`src/rtl/mc_pkg.sv`:
```
// Shared constants for the multi-cycle MIPS controller:
// opcodes, state codes, select encodings and the decode bundle.
package mc_pkg;

    localparam logic [2:0] IDLE   = 3'd0;
    localparam logic [2:0] FETCH  = 3'd1;
    localparam logic [2:0] DECODE = 3'd2;
    localparam logic [2:0] EXEC   = 3'd3;
    localparam logic [2:0] MEM    = 3'd4;
    localparam logic [2:0] WB     = 3'd5;
    localparam logic [2:0] HALT   = 3'd6;

    localparam logic [5:0] OP_RTYPE = 6'h00;
    localparam logic [5:0] OP_J     = 6'h02;
    localparam logic [5:0] OP_JAL   = 6'h03;
    localparam logic [5:0] OP_BEQ   = 6'h04;
    localparam logic [5:0] OP_BGTZ  = 6'h07;
    localparam logic [5:0] OP_ORI   = 6'h0D;
    localparam logic [5:0] OP_XORI  = 6'h0E;
    localparam logic [5:0] OP_LUI   = 6'h0F;
    localparam logic [5:0] OP_LH    = 6'h21;
    localparam logic [5:0] OP_LW    = 6'h23;
    localparam logic [5:0] OP_SW    = 6'h2B;

    localparam logic [5:0] FN_SRLV = 6'h06;
    localparam logic [5:0] FN_JR   = 6'h08;
    localparam logic [5:0] FN_ADDU = 6'h21;
    localparam logic [5:0] FN_SUBU = 6'h23;

    localparam logic [2:0] NPC_SEQ = 3'd0;
    localparam logic [2:0] NPC_BR  = 3'd1;
    localparam logic [2:0] NPC_J   = 3'd2;
    localparam logic [2:0] NPC_JR  = 3'd3;

    localparam logic [1:0] RD_RT = 2'd0;
    localparam logic [1:0] RD_RD = 2'd1;
    localparam logic [1:0] RD_RA = 2'd2;

    localparam logic [1:0] M2R_ALU = 2'd0;
    localparam logic [1:0] M2R_MDR = 2'd1;
    localparam logic [1:0] M2R_PC4 = 2'd2;

    localparam logic [1:0] EXT_ZERO = 2'd0;
    localparam logic [1:0] EXT_LUI  = 2'd1;
    localparam logic [1:0] EXT_SIGN = 2'd2;
    localparam logic [1:0] EXT_BR   = 2'd3;

    localparam logic [2:0] ALU_ADD  = 3'd0;
    localparam logic [2:0] ALU_SUB  = 3'd1;
    localparam logic [2:0] ALU_OR   = 3'd2;
    localparam logic [2:0] ALU_XOR  = 3'd3;
    localparam logic [2:0] ALU_SRLV = 3'd4;
    localparam logic [2:0] ALU_LUI  = 3'd5;
    localparam logic [2:0] ALU_GTZ  = 3'd6;

    typedef enum logic [2:0] {
        CLS_ALU,
        CLS_LOAD,
        CLS_STORE,
        CLS_BRANCH,
        CLS_JUMP,
        CLS_JR,
        CLS_JAL
    } instrClass_t;

    typedef struct packed {
        logic        legal;
        instrClass_t cls;
        logic        aluSrc;
        logic        dmSel;
        logic [1:0]  regDst;
        logic [1:0]  mem2reg;
        logic [1:0]  extOp;
        logic [2:0]  aluCode;
    } decode_t;

endpackage

```
`src/rtl/mc_ctrl_decode.sv`:
```
// Combinational op/funct decoder: instruction class,
// static datapath selects and legality.
module mc_ctrl_decode
    import mc_pkg::*;
(
    input  logic [5:0] op,
    input  logic [5:0] funct,
    output decode_t    dec
);

    logic isR;

    assign isR = (op == OP_RTYPE);

    always_comb begin
        dec.legal   = 1'b1;
        dec.cls     = CLS_ALU;
        dec.aluSrc  = 1'b0;
        dec.dmSel   = 1'b0;
        dec.regDst  = RD_RT;
        dec.mem2reg = M2R_ALU;
        dec.extOp   = EXT_ZERO;
        dec.aluCode = ALU_ADD;
        unique case (1'b1)
            isR && (funct == FN_ADDU): dec.regDst = RD_RD;
            isR && (funct == FN_SUBU): begin
                dec.regDst  = RD_RD;
                dec.aluCode = ALU_SUB;
            end
            isR && (funct == FN_SRLV): begin
                dec.regDst  = RD_RD;
                dec.aluCode = ALU_SRLV;
            end
            isR && (funct == FN_JR): dec.cls = CLS_JR;
            op == OP_ORI: begin
                dec.aluSrc  = 1'b1;
                dec.aluCode = ALU_OR;
            end
            op == OP_XORI: begin
                dec.aluSrc  = 1'b1;
                dec.aluCode = ALU_XOR;
            end
            op == OP_LUI: begin
                dec.aluSrc  = 1'b1;
                dec.extOp   = EXT_LUI;
                dec.aluCode = ALU_LUI;
            end
            op == OP_LW: begin
                dec.cls     = CLS_LOAD;
                dec.aluSrc  = 1'b1;
                dec.extOp   = EXT_SIGN;
                dec.mem2reg = M2R_MDR;
            end
            op == OP_LH: begin
                dec.cls     = CLS_LOAD;
                dec.aluSrc  = 1'b1;
                dec.extOp   = EXT_SIGN;
                dec.mem2reg = M2R_MDR;
                dec.dmSel   = 1'b1;
            end
            op == OP_SW: begin
                dec.cls    = CLS_STORE;
                dec.aluSrc = 1'b1;
                dec.extOp  = EXT_SIGN;
            end
            op == OP_BEQ: begin
                dec.cls     = CLS_BRANCH;
                dec.extOp   = EXT_BR;
                dec.aluCode = ALU_SUB;
            end
            op == OP_BGTZ: begin
                dec.cls     = CLS_BRANCH;
                dec.extOp   = EXT_BR;
                dec.aluCode = ALU_GTZ;
            end
            op == OP_J: dec.cls = CLS_JUMP;
            op == OP_JAL: begin
                dec.cls     = CLS_JAL;
                dec.regDst  = RD_RA;
                dec.mem2reg = M2R_PC4;
            end
            default: dec.legal = 1'b0;
        endcase
    end

endmodule

```
`src/rtl/mc_controller.sv`:
```
// Multi-cycle MIPS control FSM with memory wait timeout,
// illegal-opcode trap and retired-instruction counter.
module mc_controller
    import mc_pkg::*;
#(
    parameter int ALUOP_W     = 3,
    parameter int MEM_TIMEOUT = 16,
    parameter int CNT_W       = 32
) (
    input  logic               clk,
    input  logic               rst_n,
    input  logic [5:0]         op,
    input  logic [5:0]         funct,
    input  logic               br_cond,
    input  logic               mem_ready,
    output logic               pc_write,
    output logic               ir_write,
    output logic               mem_req,
    output logic               mem_write,
    output logic               i_or_d,
    output logic               reg_write,
    output logic               alu_src,
    output logic               dm_sel,
    output logic [1:0]         reg_dst,
    output logic [1:0]         mem2reg,
    output logic [1:0]         ext_op,
    output logic [2:0]         npc_sel,
    output logic [ALUOP_W-1:0] alu_op,
    output logic               instr_done,
    output logic               illegal,
    output logic               bus_err,
    output logic [CNT_W-1:0]   retired,
    output logic [2:0]         state
);

    localparam int WAIT_W = $clog2(MEM_TIMEOUT + 1) + 1;

    decode_t           dec;
    logic [2:0]        cur;
    logic [2:0]        nxt;
    logic [WAIT_W-1:0] waitCnt;
    logic              waiting;
    logic              timedOut;
    logic              selActive;

    mc_ctrl_decode uDecode (
        .op    (op),
        .funct (funct),
        .dec   (dec)
    );

    assign state     = cur;
    assign waiting   = ((cur == FETCH) || (cur == MEM)) && !mem_ready;
    // The limit is hit on the last allowed wait cycle; a ready in that cycle is not a wait.
    assign timedOut  = waiting && (MEM_TIMEOUT != 0)
                     && (waitCnt == WAIT_W'(MEM_TIMEOUT - 1));
    assign selActive = cur inside {DECODE, EXEC, MEM, WB};
    assign illegal   = (cur == DECODE) && !dec.legal;

    always_comb begin
        nxt = cur;
        unique case (cur)
            IDLE:   nxt = FETCH;
            FETCH: begin
                if (mem_ready)     nxt = DECODE;
                else if (timedOut) nxt = HALT;
            end
            DECODE: nxt = dec.legal ? EXEC : FETCH;
            EXEC: begin
                unique case (dec.cls)
                    CLS_ALU:             nxt = WB;
                    CLS_LOAD, CLS_STORE: nxt = MEM;
                    default:             nxt = FETCH;
                endcase
            end
            MEM: begin
                if (mem_ready)     nxt = (dec.cls == CLS_STORE) ? FETCH : WB;
                else if (timedOut) nxt = HALT;
            end
            WB:     nxt = FETCH;
            HALT:   nxt = HALT;
            default: nxt = IDLE;
        endcase
    end

    always_comb begin
        pc_write   = 1'b0;
        ir_write   = 1'b0;
        mem_req    = 1'b0;
        mem_write  = 1'b0;
        i_or_d     = 1'b0;
        reg_write  = 1'b0;
        npc_sel    = NPC_SEQ;
        instr_done = 1'b0;
        alu_src    = selActive ? dec.aluSrc : 1'b0;
        dm_sel     = selActive ? dec.dmSel : 1'b0;
        reg_dst    = selActive ? dec.regDst : RD_RT;
        mem2reg    = selActive ? dec.mem2reg : M2R_ALU;
        ext_op     = selActive ? dec.extOp : EXT_ZERO;
        alu_op     = selActive ? ALUOP_W'(dec.aluCode) : ALUOP_W'(ALU_ADD);
        unique case (cur)
            FETCH: begin
                mem_req  = 1'b1;
                ir_write = mem_ready;
                pc_write = mem_ready;
            end
            EXEC: begin
                unique case (dec.cls)
                    CLS_BRANCH: begin
                        pc_write   = br_cond;
                        npc_sel    = NPC_BR;
                        instr_done = 1'b1;
                    end
                    CLS_JUMP: begin
                        pc_write   = 1'b1;
                        npc_sel    = NPC_J;
                        instr_done = 1'b1;
                    end
                    CLS_JR: begin
                        pc_write   = 1'b1;
                        npc_sel    = NPC_JR;
                        instr_done = 1'b1;
                    end
                    CLS_JAL: begin
                        pc_write   = 1'b1;
                        npc_sel    = NPC_J;
                        reg_write  = 1'b1;
                        instr_done = 1'b1;
                    end
                    default: ;
                endcase
            end
            MEM: begin
                mem_req    = 1'b1;
                i_or_d     = 1'b1;
                mem_write  = (dec.cls == CLS_STORE);
                instr_done = mem_ready && (dec.cls == CLS_STORE);
            end
            WB: begin
                reg_write  = 1'b1;
                instr_done = 1'b1;
            end
            default: ;
        endcase
    end

    always_ff @(posedge clk or negedge rst_n) begin
        if (!rst_n) begin
            cur     <= IDLE;
            waitCnt <= '0;
            bus_err <= 1'b0;
            retired <= '0;
        end else begin
            cur <= nxt;
            if (nxt != cur)   waitCnt <= '0;
            else if (waiting) waitCnt <= waitCnt + WAIT_W'(1);
            if (timedOut)     bus_err <= 1'b1;
            if (instr_done)   retired <= retired + CNT_W'(1);
        end
    end

endmodule

```
`config.mk`:
```
export PLATFORM = sky130hd
export DESIGN_NAME = mc_controller
export DESIGN_NICKNAME = d
export VERILOG_FILES = /design/src/rtl/mc_pkg.sv /design/src/rtl/mc_ctrl_decode.sv /design/src/rtl/mc_controller.sv
export SDC_FILE = /design/constraint.sdc
export NUM_CORES = 1
export LEC_CHECK = 0
export BUFFER_PORTS_ARGS = -buffer_cell sky130_fd_sc_hd__buf_2
export CAP_MARGIN = 10
export CORE_MARGIN = 3
export CORE_UTILIZATION = 55
export CTS_BUF_LIST = sky130_fd_sc_hd__clkbuf_4 sky130_fd_sc_hd__clkbuf_8
export CTS_CLUSTER_DIAMETER = 60
export DETAILED_ROUTE_END_ITERATION = 8
export HOLD_SLACK_MARGIN = 0.1
export PLACE_DENSITY = 0.83
export SYNTH_ARGS = -nofsm -noshare
export SYNTH_HDL_FRONTEND = slang
export SYNTH_SLANG_ARGS = --single-unit
```
`constraint.sdc`:
```
create_clock -name clk -period 4.1 [get_ports clk]
set_input_delay 0.41 -clock clk [delete_from_list [all_inputs] [get_ports clk]]
set_output_delay 0.41 -clock clk [all_outputs]
set_load 0.03 [all_outputs]
```
# After elaboration in Yosys (flattened, before gate mapping)
# Cells that the tools add are included.
# op_classes
n_addsub,2
eq_ne,28
n_mux,35
n_reduce_logical,29
# ops
op,n
$pmux W3 S6,3
$add A32 B1 Y32 const B,1
$eq A6 B4 Y1 const B,5
$eq A6 B6 Y1 const B,5
$eq A3 B3 Y1 const B,6
$eq A6 B3 Y1 const B,3
$mux W3,5
$reduce_or A14 Y1,1
$reduce_or A2 Y1,7
$eq A3 B2 Y1 const B,4
$eq A6 B2 Y1 const B,2
$mux W6,2
$pmux W2 S3,2
$mux W1,11
$mux W2,5
$reduce_or A3 Y1,3
$logic_and A1 B1 Y1,8
$pmux W2 S2,2
$add A6 B1 Y6 const B,1
$eq A3 B1 Y1 const B,2
$logic_not A3 Y1,2
$logic_not A6 Y1,1
$pmux W1 S2,3
$pmux W3 S2,1
8 further kinds,9
# word_totals
register_bits,42
inputBits,16
out_inout_bits,58
elab_cells,98

# Depth between registers and ports, before layout
# Gate-level depths: netlist (run 1).
# depth
word_depth,9
ltp_mapped,8

# Hierarchy
# A second synthesis (run 1) with hierarchy kept.
# hier_totals
cells_unflattened,296
area_unflattened_um2,2696.3
# by_module_without_submodules
module,n_inst,cells_each,area_per_inst_um2
mc_controller,1,240,2346.0
mc_ctrl_decode,1,56,350.3

# Worst setup path before layout (run 1)
# Ideal clock, no wire load.
# synth_timing
kind,input -> output
from,input port op[0]
to,output port illegal
arrival_time_ps,2401
slack_ps,1289
cell_stages,7
path_buffers,1
cell_sequence,buf_2 > and3b_1 > o31ai_2 > a22oi_2 > nor2_1 > nor4b_1 > nor3b_1
# synth_via
elab_chain_len,6
# synth_rtl
item,line,rtl
"start, declared",mc_controller.sv:12,"input logic [5:0] op,"
$logic_not A6 Y1,mc_ctrl_decode.sv:13,assign isR = (op == OP_RTYPE);
"$logic_and A1 B1 Y1, on equally long branches",-,
$reduce_or A14 Y1 (no source line) *,-,
$mux W1 *,mc_ctrl_decode.sv:24,unique case (1'b1)
$logic_not A1 Y1 *,mc_controller.sv:58,assign illegal = (cur == DECODE) && !dec.legal;
$logic_and A1 B1 Y1 *,mc_controller.sv:58,
"end, declared",mc_controller.sv:30,"output logic illegal,"
# Mark *: on every way between the ends. The rest lies on a longest branch, timed or not.

# Worst setup path in the final report (run 1)
# layout_timing
from,register cur[0] (netlist: state[0])
to,output port instr_done
# layout_via
elab_chain_len,2
# layout_rtl
item,line,rtl
"start, declared",mc_controller.sv:39,logic [2:0] cur;
"start signal, assigned",mc_controller.sv:154,cur <= nxt;
$eq A3 B3 Y1 / $eq A3 B2 Y1 (equally long branches),mc_controller.sv:101,unique case (cur)
$pmux W1 S3 *,mc_controller.sv:101,
"end, declared",mc_controller.sv:29,"output logic instr_done,"
# Marks and branches as above.

==> reports/qor.txt, run 1 <==
Clock Latency Late Sink - 0.30 ns
Crit-path cells - nand2b_1 > or2_2 > nor3_1 > a211oi_4 > buf_4 > inv_1 > buf_2
Routed WL - 5.680 mm
FF+latch area - 0.001051 mm2
Yosys cell types - 55
Most used DFF post-synth - dfrtp_1
Largest net degree at the start of global routing - 43
Post-detailed-route count of antenna-violating nets - 0
CP Data Required Time - 3.69 ns
Cells after Synth - 272
Syn Nets - 291
Number of max-cap violations - 0
RSZ-0062 raised after global routing - false
Clock transition at the registers of the reported paths - 0.09 ns
Die X - 75.55 um
Synthesis-to-layout area growth - 17.45%
CP Class - reg2out
Worst-path maximum fanout - 31
Global-route wire length before repair - 9.328 mm
TritonCTS clock tree - built
Clock skew - 0.009241 ns
Max-slew headroom - 0.3931
FF+latch count, synth - 42
Leak Pwr - 1.648 nW
Pwr dens - 394.2 mW/mm2
Peak supply drop - 0.4431 mV
Most frequent cells in the layout - buf_2 (72), dfrtp_1 (42), xor2_1 (33), nor2_1 (25), nand2_1 (23)
Worst Hold Class - in2async
Final hold vios - 0
Mapped cell area - 0.002660 mm2
# IOs - 74
Setup Viol. Count Final - 0
Synth Warn # - 0
CTS root buffer - clkbuf_8
Chip height - 75.55 um
CTS resizes - 0
DR iter-0 viols - 112
GRT overflow - 0
Slowest-stage cell, CP - dfrtp_1
Clock buffer depth - 2
Worst-Margin Slew - 0.9078 ns
Tot Pwr - 1.232 mW
EDFF count, synth - 0
Placement Cell Area - 0.003012 mm2
Worst Setup Start Kind - flip-flop
Fin. max-slew vios - 0
Period utilisation layout - 0.7018
Gpl congestion - 0.8311
Post-CTS Setup Inserts - 0
Largest stage delay on the critical path - 0.56 ns
Core Rows - 24
Starting Density - 0.5906
Wirelength per Cell - 14.49 um
Total GRT Usage - 0.2081
Async S/R FF share, synth - 1.000
Fmax - 347.5 MHz
Multi-input gate area in the final layout - 0.001513 mm2
Commonest non-fill, non-tap cell in the layout - buf_2
GR peak layer - met2
H-tree Lvls - 2
Mean Syn Cell Area - 9.780 um2
Crit path time final - 2.877 ns
Hold Buf Count CTS - 0
Fin nets - 358
Number of CTS-inserted buffers - 5
Core area - 0.004504 mm2
Initial DRT Pass Iterations - 4
Grt met2 use - 0.3308
Status - complete, no violations
# clock sinks - 42
Data arrival, critical path - 2.47 ns
Vias per Instance - 5.615
Crit end category - primary output
Setup crit start - state[0]
# fillers - 344
FF-to-FF path depth - 6
Vias in the first global route - 2,010
Setup TNS - 0 ns
Residual DRC - 0
Die area - 0.005707 mm2
Via Count - 2,201
Layout cells sized above 1 - 0.3059
Crit Reg-Reg Startpoint - state[0]
Met1 Track Usage GR - 0.2881
Initial antenna violation count - 0
Sequential fraction of the synthesis area - 0.3951
Final Cell Area - 0.003124 mm2
Port Buffers - 72
Post-DP HPWL - 4.156 mm
M3 GR Usage - 0.04485
N_diodes - 0
-- routing by layer --
layer,share of wire,vias to the layer above
li1,-,1114
met1,0.48,1018
met2,0.46,63
met3,0.052,6
met4,0.011,0
met5,0,-
-- path summary, 6_finish.rpt --
| check | to | slack (ns) |
|---|---|---|
| max | instr_done | 1.22 |
| min | retired[19] | 0.23 |
| max reg2reg | state[2] | 1.61 |
| min reg2reg | retired[31] | 0.47 |
| max in group asynchronous | waitCnt[0] | 3.31 |
| min in group clk | retired[31] | 0.47 |
-- worst max-delay path, delay by kind of cell (launching register included) --
family	cells	cell delay, ns
buf+inv	3	0.64
flops	1	0.56
simple gates	3	0.92
compound gates	1	0.04
-- metrics by stage --
step / utilization / instances / worst slack (ns) / hold WS, ns
after floorplan: - / 272 / 1.289 / 0.1144
after global placement: 0.6686 / 384 / 1.490 / 0.4545
after detailed placement: 0.6686 / 384 / 1.377 / 0.4567
final: 0.6936 / 392 / 1.223 / 0.2286
after global routing: 0.6936 / 392 / 1.046 / 0.3049
after CTS: 0.6936 / 392 / 1.221 / 0.2589
-- sequential cells by signal, indices dropped and copies added (netlist names) --
signal / count
waitCnt: 6
bus_err: 1
retired: 32
state: 3
-- kinds of logic (layout without fill, tap and decap cells) --
family | after synthesis | in the layout | synth area share
DFF | 42 | 42 | 0.3951
muxes | 2 | 2 | 0.007996
other | 1 | 1 | 0.001410
and+or+nand+nor | 140 | 140 | 0.3420
buffers and inverters | 17 | 85 | 0.03903
adders and majority gates | 3 | 3 | 0.01411
AOI/OAI and AO/OA | 30 | 30 | 0.07855
xor gates and xnor gates | 37 | 37 | 0.1218
-- cell type report --
class,count,area share
flip-flops and latches,42,0.3364
clock buffers,5,0.02203
inverters,4,0.004806
multi-input cells,213,0.4842
clock inverters,3,0.01402
well taps,52,0.02082
repair buffers,73,0.1177
-- power breakdown --
group          internal [mW]  switching (mW)  total [mW]
Clock                  0.182           0.150       0.333
Sequential             0.446          0.0620       0.508
Combinational          0.122           0.270       0.392
-- cell usage after synthesis (2+ instances only) --
cell	instances	area share
ha_1	3	0.014
buf_2	2	0.0038
nand4_1	8	0.019
or3_1	4	0.0094
inv_1	4	0.0056
nor4b_2	2	0.011
nor2_1	25	0.035
or2_2	2	0.0047
and3b_1	4	0.013
nor4_2	7	0.033
o21ai_0	4	0.0075
buf_6	4	0.017
nor3_1	18	0.034
a211oi_1	4	0.011
nand3_1	7	0.013
nor2b_1	4	0.0094
a41oi_1	3	0.0099
xor2_1	33	0.11
nor4b_4	3	0.027
a31oi_1	3	0.0071
nor4_1	3	0.0071
or4_4	2	0.0085
clkbuf_1	4	0.0056
xnor2_1	4	0.013
nor3b_1	7	0.020
nand2b_1	5	0.012
nor4b_1	3	0.0099
nand2_1	23	0.032
and3_1	3	0.0071
a21oi_1	7	0.013
dfrtp_1	42	0.40
buf_4	2	0.0056
(Power assumes the default switching activity.)
==> inputs of run 2 (changes only) <==
--- a/config.mk
+++ b/config.mk
@@ -8,12 +8,12 @@
 export BUFFER_PORTS_ARGS = -buffer_cell sky130_fd_sc_hd__buf_2
 export CAP_MARGIN = 10
 export CORE_MARGIN = 3
-export CORE_UTILIZATION = 55
+export CORE_UTILIZATION = 49
 export CTS_BUF_LIST = sky130_fd_sc_hd__clkbuf_4 sky130_fd_sc_hd__clkbuf_8
 export CTS_CLUSTER_DIAMETER = 60
 export DETAILED_ROUTE_END_ITERATION = 8
 export HOLD_SLACK_MARGIN = 0.1
-export PLACE_DENSITY = 0.83
+export PLACE_DENSITY = 0.79
 export SYNTH_ARGS = -nofsm -noshare
 export SYNTH_HDL_FRONTEND = slang
 export SYNTH_SLANG_ARGS = --single-unit
==> constraint.sdc (replaced) <==
create_clock -name clk -period 2.35 [get_ports clk]
set_input_delay 0.235 -clock clk [delete_from_list [all_inputs] [get_ports clk]]
set_output_delay 0.235 -clock clk [all_outputs]
set_load 0.03 [all_outputs]
==> reports/qor.txt, run 2 (same netlist as run 1, synthesis figures left out) <==
Status - complete, no violations
DR iter-0 viols - 72 (-36%)
Leak Pwr - 1.717 nW (+4.2%)
Max-slew headroom - 0.5677 (+0.1746)
Buf/Inv on CP - 3 (unchanged)
DR top layer - met4
Final hold vios - 0 (unchanged)
Peak supply drop - 0.8234 mV (+86%)
Die X - 79.68 um (+5.5%)
Max reg flops - 32 (unchanged)
Fmax - 438.4 MHz
Starting Density - 0.5143 (-0.07628)
Met2 WL - 2.890 mm (+11%)
Fin Hold WS - 0.3256 ns (+0.09699 ns)
CTS root buffer - clkbuf_8
Pwr dens - 685.6 mW/mm2 (+74%)
CP Class - reg2out
Clock Latency Late Sink - 0.31 ns (about the same)
Core Rows - 26 (+8.3%)
Chip height - 79.68 um (+5.5%)
# clock sinks - 42 (unchanged)
Total GRT Usage - 0.2000 (-0.008102)
N_diodes - 0 (unchanged)
Fin. max-slew vios - 0 (unchanged)
Largest net degree at the start of global routing - 32 (-26%)
Period utilisation layout - 0.9705
Crit-path cells - nand2b_1 > or2_2 > nor3_4 > a211oi_4 > buf_12 > inv_2 > buf_4
Core area - 0.005172 mm2 (+15%)
Worst-path maximum fanout - 31 (unchanged)
Largest stage delay on the critical path - 0.43 ns (-0.13 ns)
Number of max-cap violations - 0 (unchanged)
Clock transition at the registers of the reported paths - 0.08 ns (about the same)
Setup Viol. Count Final - 0 (unchanged)
Data arrival, critical path - 2.05 ns (-0.42 ns)
TritonCTS clock tree - built
Vias in the first global route - 2,131 (+6.0%)
GRT overflow - 0 (unchanged)
Crit-path leading delay family - simple AND/OR/NAND/NOR gates
Worst-Margin Slew - 0.6484 ns (-0.2594 ns)
Gpl congestion - 0.8748 (+5.3%)
H-tree Lvls - 2 (unchanged)
Biggest register - retired
Global-route wire length before repair - 10.04 mm (+7.6%)
Synthesis-to-layout area growth - 24.08%
Wirelength per Cell - 14.57 um (+0.58%)
Die area - 0.006349 mm2 (+11%)
Number of CTS-inserted buffers - 5 (unchanged)
Initial DRT Pass Iterations - 4 (unchanged)
# IOs - 74 (unchanged)
Fin nets - 370 (+3.4%)
Post-detailed-route count of antenna-violating nets - 0 (unchanged)
Routed WL - 6.150 mm (+8.3%)
Layout cells sized above 1 - 0.3494 (+0.04355)
Worst Hold Class - in2reg
Worst Setup Start Kind - flip-flop
Port Buffers - 72 (unchanged)
Via Count - 2,337 (+6.2%)
Slowest-stage cell, CP - dfrtp_1
Vias per Instance - 5.538 (-1.4%)
Met1 WL - 2.872 mm (+5.9%)
Post-DP HPWL - 4.545 mm (+9.4%)
Crit path time final - 2.281 ns
Tot Pwr - 2.263 mW (+84%)
Most frequent cells in the layout - buf_2 (71), dfrtp_1 (40), xor2_1 (33), nor2_1 (25), nand2_1 (23)
Crit end category - primary output
Initial antenna violation count - 0 (unchanged)
Clock skew - 0.005946 ns (-0.003295 ns)
Clock buffer depth - 2 (unchanged)
Met3 WL - 300 um (+2.0%)
Residual DRC - 0 (unchanged)
CP Data Required Time - 2.12 ns (-1.57 ns)
Commonest non-fill, non-tap cell in the layout - buf_2
## run 2: cell types whose count changed in the layout (fill, tap and decap cells not counted), moves of 2 or more
cell,change
dfrtp_2,+2
nor4b_2,+2
buf_4,+11
dfrtp_1,-2
nor3b_1,-2
nor4b_1,-2
nor3b_2,+2
## run 2: final timing paths
check                      depth (start not counted)  slack, ns         from           to
max reg2reg                                        5       0.23   retired[2]  retired[27]
min                                                3       0.33    mem_ready     state[0]
min in group asynchronous                          2       0.50        rst_n  retired[21]
max in group asynchronous                          3       1.23        rst_n   retired[2]
min reg2reg                                        1       0.48  retired[31]  retired[31]
max                                                7       0.07     state[2]   instr_done
## run 2: tightest hold or removal path: cells and delay by family
kind,cells,cell delay (ns)
AO/OA/AOI/OAI,2,0.21
buffers and inverters,1,0.14
## run 2: where the power goes
part	switching [mW]	internal [mW]	total, mW
registers	0.0702	0.781	0.851
logic	0.539	0.275	0.815
clock network	0.268	0.329	0.597
## run 2: layout make-up
| type | count | area, um2 |
|---|---|---|
| tap | 70 | 87.58 |
| inverter | 4 | 15.01 |
| timing repair buffer | 85 | 475.5 |
| clock buffer | 6 | 76.32 |
| sequential | 42 | 1054 |
| clock inverter | 2 | 37.54 |
| multi-input combinational | 213 | 1555 |
| fill | 442 | 1872 |
## run 2: repair_timing
action / in CTS / in global routing
setup buffers: 0 / 1
gates resized for setup: 0 / 8
setup endpoints to repair: 0 / 3
hold buffers: 1 / 0
hold endpoints to repair: 29 / 0
## run 2: per-layer routing
layer,up-vias,GRT usage
met5,-,0
met4,0,0.05842
met3,8,0.04740
met2,61,0.3230
met1,1134,0.2661
li1,1134,-
## run 2: stage by stage
step                      setup slack [ns]  std cells  setup TNS, ns  utilization  area, um2
after floorplan                    0.01317        272              0            -       2678
after global placement              0.1322        412              0       0.6069       3139
after detailed placement           0.01798        412              0       0.6069       3139
after CTS                          0.01384        421              0       0.6309       3263
after global routing              -0.03960        422       -0.03960       0.6381       3301
final                              0.06921        422              0       0.6381       3301
